## config.mk

```make
export PLATFORM = sky130hd
export DESIGN_NAME = state_machine
export DESIGN_NICKNAME = d
export VERILOG_FILES = /design/src/rtl/state_machine.sv
export SDC_FILE = /design/constraint.sdc
export NUM_CORES = 1
export LEC_CHECK = 0
export CAP_MARGIN = 20
export CORE_MARGIN = 5
export CORE_UTILIZATION = 40
export CTS_BUF_LIST = sky130_fd_sc_hd__clkbuf_16
export CTS_CLUSTER_DIAMETER = 40
export DETAILED_ROUTE_END_ITERATION = 12
export PLACE_DENSITY = 0.56
export SLEW_MARGIN = 20
export SYNTH_ARGS = -nofsm -noshare
export SYNTH_HDL_FRONTEND = slang
export SYNTH_SLANG_ARGS = --single-unit
```

## constraint.sdc

```tcl
create_clock -name clk -period 2.6 [get_ports clk]
set_clock_uncertainty 0.2 [all_clocks]
set_input_delay 0.39 -clock clk [delete_from_list [all_inputs] [get_ports clk]]
set_output_delay 0.39 -clock clk [all_outputs]
set_load 0.03 [all_outputs]
```

## src/rtl/state_machine.sv

```systemverilog
// Control FSM for a loop-based PUF array.
// Sweeps every loop REPETITIONS times: preset, evaluate, store.
module state_machine #(
  parameter int NUM_LOOPS        = 4,
  parameter int REPETITIONS_BITS = 16,
  parameter int REPETITIONS      = 2,
  parameter int EVAL_TIME_BITS   = 16,
  parameter int EVAL_TIME        = 8,
  parameter int CHALLENGE_BITS   = 4
) (
  input  logic                             clk,
  input  logic                             reset,
  input  logic                             start,
  input  logic [CHALLENGE_BITS-1:0]        challenge,
  output logic                             done,
  output logic                             reset_puf,
  output logic [$clog2(NUM_LOOPS-1):0]     select_puf,
  output logic                             enable_puf,
  output logic                             store_response_puf
);

  localparam int SELW   = $clog2(NUM_LOOPS-1) + 1;
  localparam int REP_T  = (REPETITIONS == 0) ? 1 : REPETITIONS;
  localparam int EVAL_T = (EVAL_TIME == 0) ? 1 : EVAL_TIME;

  localparam logic [SELW-1:0] LOOP_LAST =
    SELW'(NUM_LOOPS - 1);
  localparam logic [REPETITIONS_BITS-1:0] REP_LAST =
    REPETITIONS_BITS'(REP_T - 1);
  localparam logic [EVAL_TIME_BITS-1:0] EVAL_LAST =
    EVAL_TIME_BITS'(EVAL_T - 1);
  localparam logic [SELW:0] NL_W = (SELW+1)'(NUM_LOOPS);

  typedef enum logic [2:0] {
    S_IDLE,
    S_PRESET,
    S_EVAL,
    S_STORE,
    S_DONE
  } state_t;

  state_t                      r_state;
  state_t                      w_state_nx;
  logic [CHALLENGE_BITS-1:0]   r_chal;
  logic [CHALLENGE_BITS-1:0]   w_chal_nx;
  logic [SELW-1:0]             r_loop;
  logic [SELW-1:0]             w_loop_nx;
  logic [REPETITIONS_BITS-1:0] r_rep;
  logic [REPETITIONS_BITS-1:0] w_rep_nx;
  logic [EVAL_TIME_BITS-1:0]   r_eval;
  logic [EVAL_TIME_BITS-1:0]   w_eval_nx;
  logic [SELW-1:0]             r_sel;
  logic [SELW-1:0]             w_sel_nx;
  logic [SELW-1:0]             w_start_idx;
  logic [SELW:0]               w_sum;
  logic                        r_done;
  logic                        r_rst;
  logic                        r_en;
  logic                        r_st;

  // First loop addressed is challenge mod NUM_LOOPS
  assign w_start_idx =
    SELW'(32'(w_chal_nx) % 32'(NUM_LOOPS));

  always_comb begin
    w_state_nx = r_state;
    w_chal_nx  = r_chal;
    w_loop_nx  = r_loop;
    w_rep_nx   = r_rep;
    w_eval_nx  = r_eval;
    unique case (r_state)
      S_IDLE, S_DONE: begin
        if (start) begin
          w_chal_nx  = challenge;
          w_loop_nx  = '0;
          w_rep_nx   = '0;
          w_eval_nx  = '0;
          w_state_nx = S_PRESET;
        end
      end
      S_PRESET: begin
        w_eval_nx  = '0;
        w_state_nx = S_EVAL;
      end
      S_EVAL: begin
        if (r_eval == EVAL_LAST) begin
          w_state_nx = S_STORE;
        end else begin
          w_eval_nx = r_eval + 1'b1;
        end
      end
      S_STORE: begin
        w_eval_nx = '0;
        if (r_loop < LOOP_LAST) begin
          w_loop_nx  = r_loop + 1'b1;
          w_state_nx = S_PRESET;
        end else begin
          w_loop_nx = '0;
          if (r_rep < REP_LAST) begin
            w_rep_nx   = r_rep + 1'b1;
            w_state_nx = S_PRESET;
          end else begin
            w_state_nx = S_DONE;
          end
        end
      end
      default: w_state_nx = S_IDLE;
    endcase
  end

  // Loop index only moves when entering PRESET; DONE keeps the last one
  always_comb begin
    w_sum    = {1'b0, w_start_idx} + {1'b0, w_loop_nx};
    w_sel_nx = r_sel;
    if (w_state_nx == S_PRESET) begin
      if (w_sum >= NL_W) begin
        w_sel_nx = SELW'(w_sum - NL_W);
      end else begin
        w_sel_nx = SELW'(w_sum);
      end
    end
  end

  always_ff @(posedge clk) begin
    if (reset) begin
      r_state <= S_IDLE;
      r_chal  <= '0;
      r_loop  <= '0;
      r_rep   <= '0;
      r_eval  <= '0;
      r_sel   <= '0;
      r_done  <= 1'b0;
      r_rst   <= 1'b0;
      r_en    <= 1'b0;
      r_st    <= 1'b0;
    end else begin
      r_state <= w_state_nx;
      r_chal  <= w_chal_nx;
      r_loop  <= w_loop_nx;
      r_rep   <= w_rep_nx;
      r_eval  <= w_eval_nx;
      r_sel   <= w_sel_nx;
      r_done  <= (w_state_nx == S_DONE);
      r_rst   <= (w_state_nx == S_PRESET);
      r_en    <= (w_state_nx == S_EVAL);
      r_st    <= (w_state_nx == S_STORE);
    end
  end

  assign done               = r_done;
  assign reset_puf          = r_rst;
  assign enable_puf         = r_en;
  assign store_response_puf = r_st;
  assign select_puf         = r_sel;

endmodule

```

==> metrics <==
status finished, final reports clean; synthesized flop and latch total 47; Final Critical Period 2384 ps; routed wire length per instance 12.40 µm; DRT Pass-1 Iters 4; Synth Warn # 0; commonest cells after routing, fill and taps aside 47 x dfxtp_1, 31 x nor2_1, 13 x nand2_1, 13 x a21oi_1, 13 x buf_4; std cell rows 26; initial antenna violation count 0; power per cell area 670.0 mW/mm²; most common cell after layout, fill and taps aside dfxtp_1; post-DP HPWL 2966 µm; synthesized area 0.002043 mm²; leakage dissipation 0.8902 nW; I/O pin count 14; multiplexer share of the synthesized area 2.082%; dpl ws -147.7 ps; startpoint class of the critical path input pin; ANT cells 0; clk sinks 47; max-slew violation count 0; clock root cell clkbuf_16; Area contributors post-synth dfxtp_1 46%, nor2_1 5.7%, and2_1 3.7%; Port Buf Inserts 11; Die Wd 81.47 µm; Setup Viol. Count Final 0; Die H 81.47 µm; CP max stage delay 480 ps; met2 Usage GRT 22.15%; Max-Cap Viols 0; busiest grt layer met2; RSZ-0062 raised after global routing false; CP max-delay cell clkdlybuf4s50_1; GPL Wtd Cong 0.8065; CP bufs+invs 2; XOR/XNOR Fraction of Synth Area 4.287%; leading area contributor after synthesis dfxtp_1; WL final 3992 µm; CP max FO 4; worst min path class flop to flop; vias in the first global route 1537; Max Freq 419.5 MHz; critical path's top delay family adder cells; Synth Area in Compound Gates 10.47%; Synth Area in Simple Gates 29.52%; syn nets 240; CTS buffer count 5; vias 1604; Remaining Overflow, GRT 0; largest family of logic cells by synthesized area simple AND/OR/NAND/NOR gates; critical path type input pin to flop; Total Power 1.664 mW; Worst EP required 2600 ps; hold buffer count at cts 0; clk_lat worst skew 290 ps; Die ar. 0.006637 mm²; sequential share of the synthesized area 46.05%; CTS tree yes; maximum vdd drop 328.8 µV; Remaining DRCs 0; grt met3 use 3.618%; first-pass GRT wire length 6948 µm; pin count of the biggest net entering global routing 16; Core ar. 0.005042 mm²; Via density 4.981; Layout Nets 265; worst slew pin tran 521.7 ps; maximum clock path buffer count 2; CP Cell Sequence clkdlybuf4s50_1 > nor3b_4 > nor2b_1 > mux2_2 > ha_1 > inv_1 > fa_1 > a211oi_1; Initial Util 40.52%; final hold violation count 0; Rel. slew slack 64.95%; ratio of cells with drive above 1 in the final layout 11.90%; crit path DAT 2390 ps; P&R area growth vs syn 21.56%; Avg Inst Size Synth 9.041 µm²; CTS H-Tree Depth 2; antenna violation net count after detailed routing 0; setup ws final 216.0 ps; All-Layer GR Usage 13.85%; Synth top area share 46.05%; Final Cycle Share 91.69%; Netlist cell types 43; Worst-path clk slew 60 ps; Detailed Route Iter0 Violations 86; Adder-Cell Fraction of Synth Area 4.654%; met1 usage 17.71%; Syn Inst Count 226; CP Capture Type flop; # fillers 483
[worst reg2reg max path: cells and delay by family, from the launching register on]
family	cells	cell delay, ps
buf+inv	2	350
flops	1	510
simple gates	1	170
fa+ha+maj	1	440
compound gates	3	620
[repair_timing]
item,in CTS,in global routing
gates resized for setup,0,1
setup buffers,0,0
setup endpoints to repair,0,1
hold endpoints to repair,0,0
[area by class of cell]
class	instances	area, µm²	area share [%]
Multi-Input combinational cell	165	1049	42.22
Inverter	8	30.03	1.209
Sequential cell	47	940.9	37.88
Clock buffer	5	125.1	5.038
Tap cell	70	87.58	3.526
Timing Repair Buffer	24	207.7	8.363
Clock inverter	3	43.79	1.763
[state kept, by name, summed over array words and instances, names as in the netlist]
signal              flops
r_eval                 16
r_rep                  16
r_loop                  3
r_state                 3
select_puf              3
r_chal                  2
done                    1
enable_puf              1
reset_puf               1
store_response_puf      1
[worst paths after layout]
| kind | slack (ps) | to | start | cells past startpoint |
|---|---|---|---|---|
| min | 260 | r_rep[11] | r_rep[11] | 1 |
| max | 220 | select_puf[1] | start | 8 |
| min reg2reg | 260 | r_rep[11] | r_rep[11] | 1 |
| max reg2reg | 240 | select_puf[1] | r_state[0] | 7 |
[logic make-up (layout without fill, tap and decap cells)]
logic type / count (synthesis) / count (layout)
compound gates: 33 / 33
xor+xnor: 10 / 10
fa+ha+maj: 7 / 7
buf+inv: 14 / 40
flops: 47 / 47
mux: 4 / 4
simple gates: 111 / 111
[through the flow]
step	area, µm²	setup TNS (ps)	hold WS [ps]	util [%]	std cells
6_report	2484	0	260.5	49.26	322
2_1_floorplan	2043	0	230.2	-	226
3_3_place_gp	2308	-110.7	246.2	45.78	314
5_1_grt	2484	0	298.9	49.26	322
4_1_cts	2477	0	266.6	49.13	322
3_5_place_dp	2308	-162.6	252.1	45.78	314
[synthesized netlist by cell type]
master / instances
nor4_1: 5
nor2b_1: 4
a31o_1: 1
nor2_2: 1
a21o_1: 1
and2_1: 12
a22oi_1: 2
dfxtp_1: 47
or4_1: 2
o211ai_1: 1
nand3b_1: 1
ha_1: 6
buf_6: 1
o21ai_4: 1
and3_1: 1
nand3_1: 9
or3b_1: 1
inv_1: 8
nand4bb_4: 1
nor2_1: 31
nor4b_1: 2
nor3_1: 9
o31ai_1: 2
nor3b_1: 2
mux2i_1: 2
o21ai_1: 7
a21oi_1: 13
a211oi_1: 2
clkbuf_1: 5
or2_2: 1
nand4_1: 5
a211oi_2: 1
fa_1: 1
a21oi_2: 1
or2_0: 1
nor3b_2: 1
xor2_1: 4
nand2_1: 13
o21a_1: 1
mux2_2: 2
or3_1: 8
xnor2_1: 6
or2_1: 1
[where the power goes]
part | internal, mW | switching, mW | total (mW)
Clock | 0.453 | 0.268 | 0.721
Sequential | 0.739 | 0.0182 | 0.757
Combinational | 0.0855 | 0.101 | 0.186
Total | 1.28 | 0.387 | 1.66
[metal layers]
layer	vias to the layer above	wire length, µm
met2	15	1903
li1	838	-
met3	4	108
met1	747	1942
met5	-	0
met4	0	38
Note: power is estimated with default switching activity, not from simulation.
==> RTL edit 1, RTL diff (config.mk and constraints unchanged) <==
The parameter `NUM_LOOPS` goes from 4 to 8.
--- a/src/rtl/state_machine.sv
+++ b/src/rtl/state_machine.sv
@@ -1,7 +1,7 @@
 // Control FSM for a loop-based PUF array.
 // Sweeps every loop REPETITIONS times: preset, evaluate, store.
 module state_machine #(
-  parameter int NUM_LOOPS        = 4,
+  parameter int NUM_LOOPS        = 8,
   parameter int REPETITIONS_BITS = 16,
   parameter int REPETITIONS      = 2,
   parameter int EVAL_TIME_BITS   = 16,
Interface: changed (resized select_puf); port bits go from 14 to 15. The function was not compared with the original's and may differ.
==> RTL edit 1 against the unedited design <==
- critical path depth increased by 2
- routed wire length unchanged
- first-iteration DRC count down 15%
- die area up 4.2%
- critical path type is now reg -> reg
- sequential share of layout area increased by 0.28 points
- combinational power rose by 20%
- register-to-register slack lost 0.04 ns
- final area up 5.6%
- total power decreased by 1.4%
- area after synthesis up 4.8%
- worst setup slack worse by 0.011 ns
- sequential cell count grew 3
==> RTL edit 1: results <==
export IMPL_status="complete, no violations"
export IMPL_r2r_cells=10
export IMPL_syn_inst=227
export IMPL_place_congestion=0.784
export IMPL_period_needed_ns=2.40
export IMPL_slowest_stage="fa_1"
export IMPL_peakVddDrop_mv=0.412
export IMPL_grt_max_degree=19
export IMPL_ys_top_cells_by_area="dfxtp_1 47%, nor2_1 5.3%, xor2_1 4.5%"
export IMPL_nets=274
export IMPL_io_buffers=13
export IMPL_cp_slowest_stage_delay_ns=0.41
export IMPL_startpoint="r_loop[0]"
export IMPL_ys_top_cells_by_count="50 x dfxtp_1, 30 x nor2_1, 13 x and2_1"
export IMPL_r2r_end="select_puf[3]"
export IMPL_grt_first_pass_wirelength_um=7260
export IMPL_drt_initial_drc_count=73
export IMPL_place_inst=322
export IMPL_drt_total_wl_um=3990
export IMPL_grt_pass1_vias=1574
export IMPL_max_slew_margin_pct=58.5
export IMPL_ys_types=43
export IMPL_fin_cells=330
export IMPL_criticalPathCategory="reg -> reg"
export IMPL_synth_net_count=242
export IMPL_p_sw_share_pct=24.3
export IMPL_dp_slack_ns=-0.169
export IMPL_hpwlAfterDp_um=3020
export IMPL_power_leakage_uw=0.00102
export IMPL_overflow=0
export IMPL_dpl_instance_area_sq_um=2460
export IMPL_worstPathMaxFanout=3
export IMPL_synth_seq_area_share_pct=46.8
## RTL edit 1: changes by cell type after synthesis, moves of 2 or more
cell	before	now
a21oi_1	13	7
o21ai_1	7	0
dfxtp_1	47	50
nor2b_1	4	6
o21ai_0	0	3
mux2i_1	2	4
xor2_1	4	11
nand4_1	5	11
nand3_1	9	5
o211ai_1	1	3
nor3_1	9	7
or3_1	8	4
## RTL edit 1: kinds of logic (layout without fill, tap and decap cells)
logic type	count (synthesis)	in the layout	share of synthesized area [%]
buffers and inverters	15	48	3.04
adders and majority gates	8	8	5.03
DFF	50	50	46.8
and+or+nand+nor	106	106	26.6
xor gates and xnor gates	16	16	6.55
muxes	7	7	3.45
AOI/OAI and AO/OA	25	25	8.59
## RTL edit 1: power by group through the flow
stage	clock network [uW]	registers, uW	logic [uW]
after floorplan	0	834	125
after global placement	0	820	222
after detailed placement	0	820	222
after CTS	640	803	223
after global routing	675	805	249
final	615	803	223
## RTL edit 1: worst min path at each step
stage | start | endpoint | slack, ns | depth (start not counted)
CTS | r_rep[12] | r_rep[12] | 0.26 | 1
global placement | r_rep[12] | r_rep[12] | 0.24 | 1
detailed placement | r_rep[12] | r_rep[12] | 0.25 | 1
finish | r_rep[15] | r_rep[15] | 0.26 | 1
global route | r_rep[15] | r_rep[15] | 0.28 | 1
floorplan | r_rep[14] | r_rep[14] | 0.23 | 1
## RTL edit 1: cell type report
type,count,area [sq um]
fill,514,2520
multi-input combinational,162,1090
sequential,50,1000
timing repair buffer,31,272
clock buffer,5,125
tap,70,87.6
inverter,9,33.8
clock inverter,3,16.3
## RTL edit 1: per-layer routing
layer,up-vias,wire length (um),track usage [%]
li1,853,-,-
met4,0,59,5.35
met3,5,96,2.97
met2,25,1660,18.6
met1,711,2180,18.1
met5,-,0,0
==> RTL edit 2, RTL diff (config.mk and constraints unchanged) <==
Made on the original files. Make the reset (`reset`) asynchronous in one clocked block.
--- a/src/rtl/state_machine.sv
+++ b/src/rtl/state_machine.sv
@@ -121,7 +121,7 @@
     end
   end
 
-  always_ff @(posedge clk) begin
+  always_ff @(posedge clk or posedge reset) begin
     if (reset) begin
       r_state <= S_IDLE;
       r_chal  <= '0;
Check against the original RTL: differs if reset is asserted again (counterexample within 4 cycles, from zero or initial values and one cycle with reset high); with reset held inactive, the same outputs for 10 cycles.
==> RTL edit 2 against the unedited design <==
- critical path depth is 4 higher
- sequential cell count stayed put
- final area is 8.3% higher
- routed wire length is 16% higher
- sequential share of layout area is 5.9 points higher
- area after synthesis is 12% higher
- worst setup slack worse by 0.058 ns
Power is not compared: it rests on default switching activity, and its combinational part moved more than twofold at a synthesized area within 25%.
==> RTL edit 2: results <==
export IMPL_r2r_end="select_puf[2]"
export IMPL_place_congestion=0.763
export IMPL_drive_gt1_share_pct=12.6
export IMPL_syn_cell_area_sq_um=2300
export IMPL_ys_dominant_reg_cell="dfrtp_1"
export IMPL_nets=251
export IMPL_r2r_cells=11
export IMPL_buf_share_pct=7.91
export IMPL_worstPathMaxFanout=3
export IMPL_fin_ws_ns=0.158
export IMPL_routedWlPerCell_um=14.9
export IMPL_ys_top_cells_by_count="47 x dfrtp_1, 16 x o21ai_0, 14 x and2_1"
export IMPL_min_path_type="in -> async"
export IMPL_io_buffers=11
export IMPL_multi_input_cells=149
export IMPL_grt_pass1_vias=1723
export IMPL_place_inst=302
export IMPL_synth_fa_ha_area_share_pct=4.14
export IMPL_seq_share_pct=43.7
export IMPL_status="complete, no violations"
export IMPL_stdcell_area_sq_um=2690
export IMPL_fin_cells=310
export IMPL_drt_initial_drc_count=59
export IMPL_multi_input_area_sq_um=1030
export IMPL_synth_seq_area_share_pct=51.2
export IMPL_ys_top_cells_by_area="dfrtp_1 51%, and2_1 3.8%, o21ai_0 3.5%"
export IMPL_p_sw_uw=888
export IMPL_synthMuxAreaShare_pct=4.52
export IMPL_arrival_ns=2.44
export IMPL_hpwlAfterDp_um=3200
export IMPL_dpl_instance_area_sq_um=2550
export IMPL_synth_compound_area_share_pct=15.1
export IMPL_hold_ws_ns=0.263
export IMPL_grt_total_usage_pct=13.9
export IMPL_nFillCells=542
export IMPL_synthXorXnorAreaFrac_pct=0.763
export IMPL_timing_rr_start="r_state[0]"
export IMPL_avgSynthCellArea_sq_um=10.6
export IMPL_inverters=11
export IMPL_reg2reg_setup_slack_ns=0.23
export IMPL_ys_types=49
export IMPL_grt_max_degree=48
export IMPL_grt_first_pass_wirelength_um=8140
export IMPL_async_reset_ff_share_pct=100
export IMPL_worstMarginPinSlew_ns=0.523
export IMPL_dp_slack_ns=-0.165
export IMPL_routed_via_density=5.39
export IMPL_n_all_buffers=23
export IMPL_end_kind="flip-flop"
export IMPL_synth_net_count=231
-- RTL edit 2: critical path, stage by stage --
cell             delay [ns]
clkdlybuf4s50_1        0.41
nor3b_1                0.14
buf_4                  0.15
nor2_2                 0.15
nand2_1                0.08
o31ai_1                0.10
ha_2                   0.25
inv_1                  0.05
fa_1                   0.35
nor3_1                 0.19
nand3_1                0.10
o21ai_0                0.07
-- RTL edit 2: cell families (layout without fill, tap and decap cells) --
logic type	Yosys count	in the layout
AO/OA/AOI/OAI	51	51
XOR/XNOR	2	2
adder cells (fa/ha/maj)	7	7
buffers and inverters	21	42
flip-flops	47	47
multiplexers	10	10
AND/OR/NAND/NOR	79	79
-- RTL edit 2: per-layer routing --
layer  global-route usage [%]  up-vias  part of all wire [%]
met5                        0        -                     0
met4                     4.75        0                   1.4
met3                     3.17        7                   1.6
met2                     22.5       11                    48
met1                     18.2      815                    49
li1                         -      839                     -
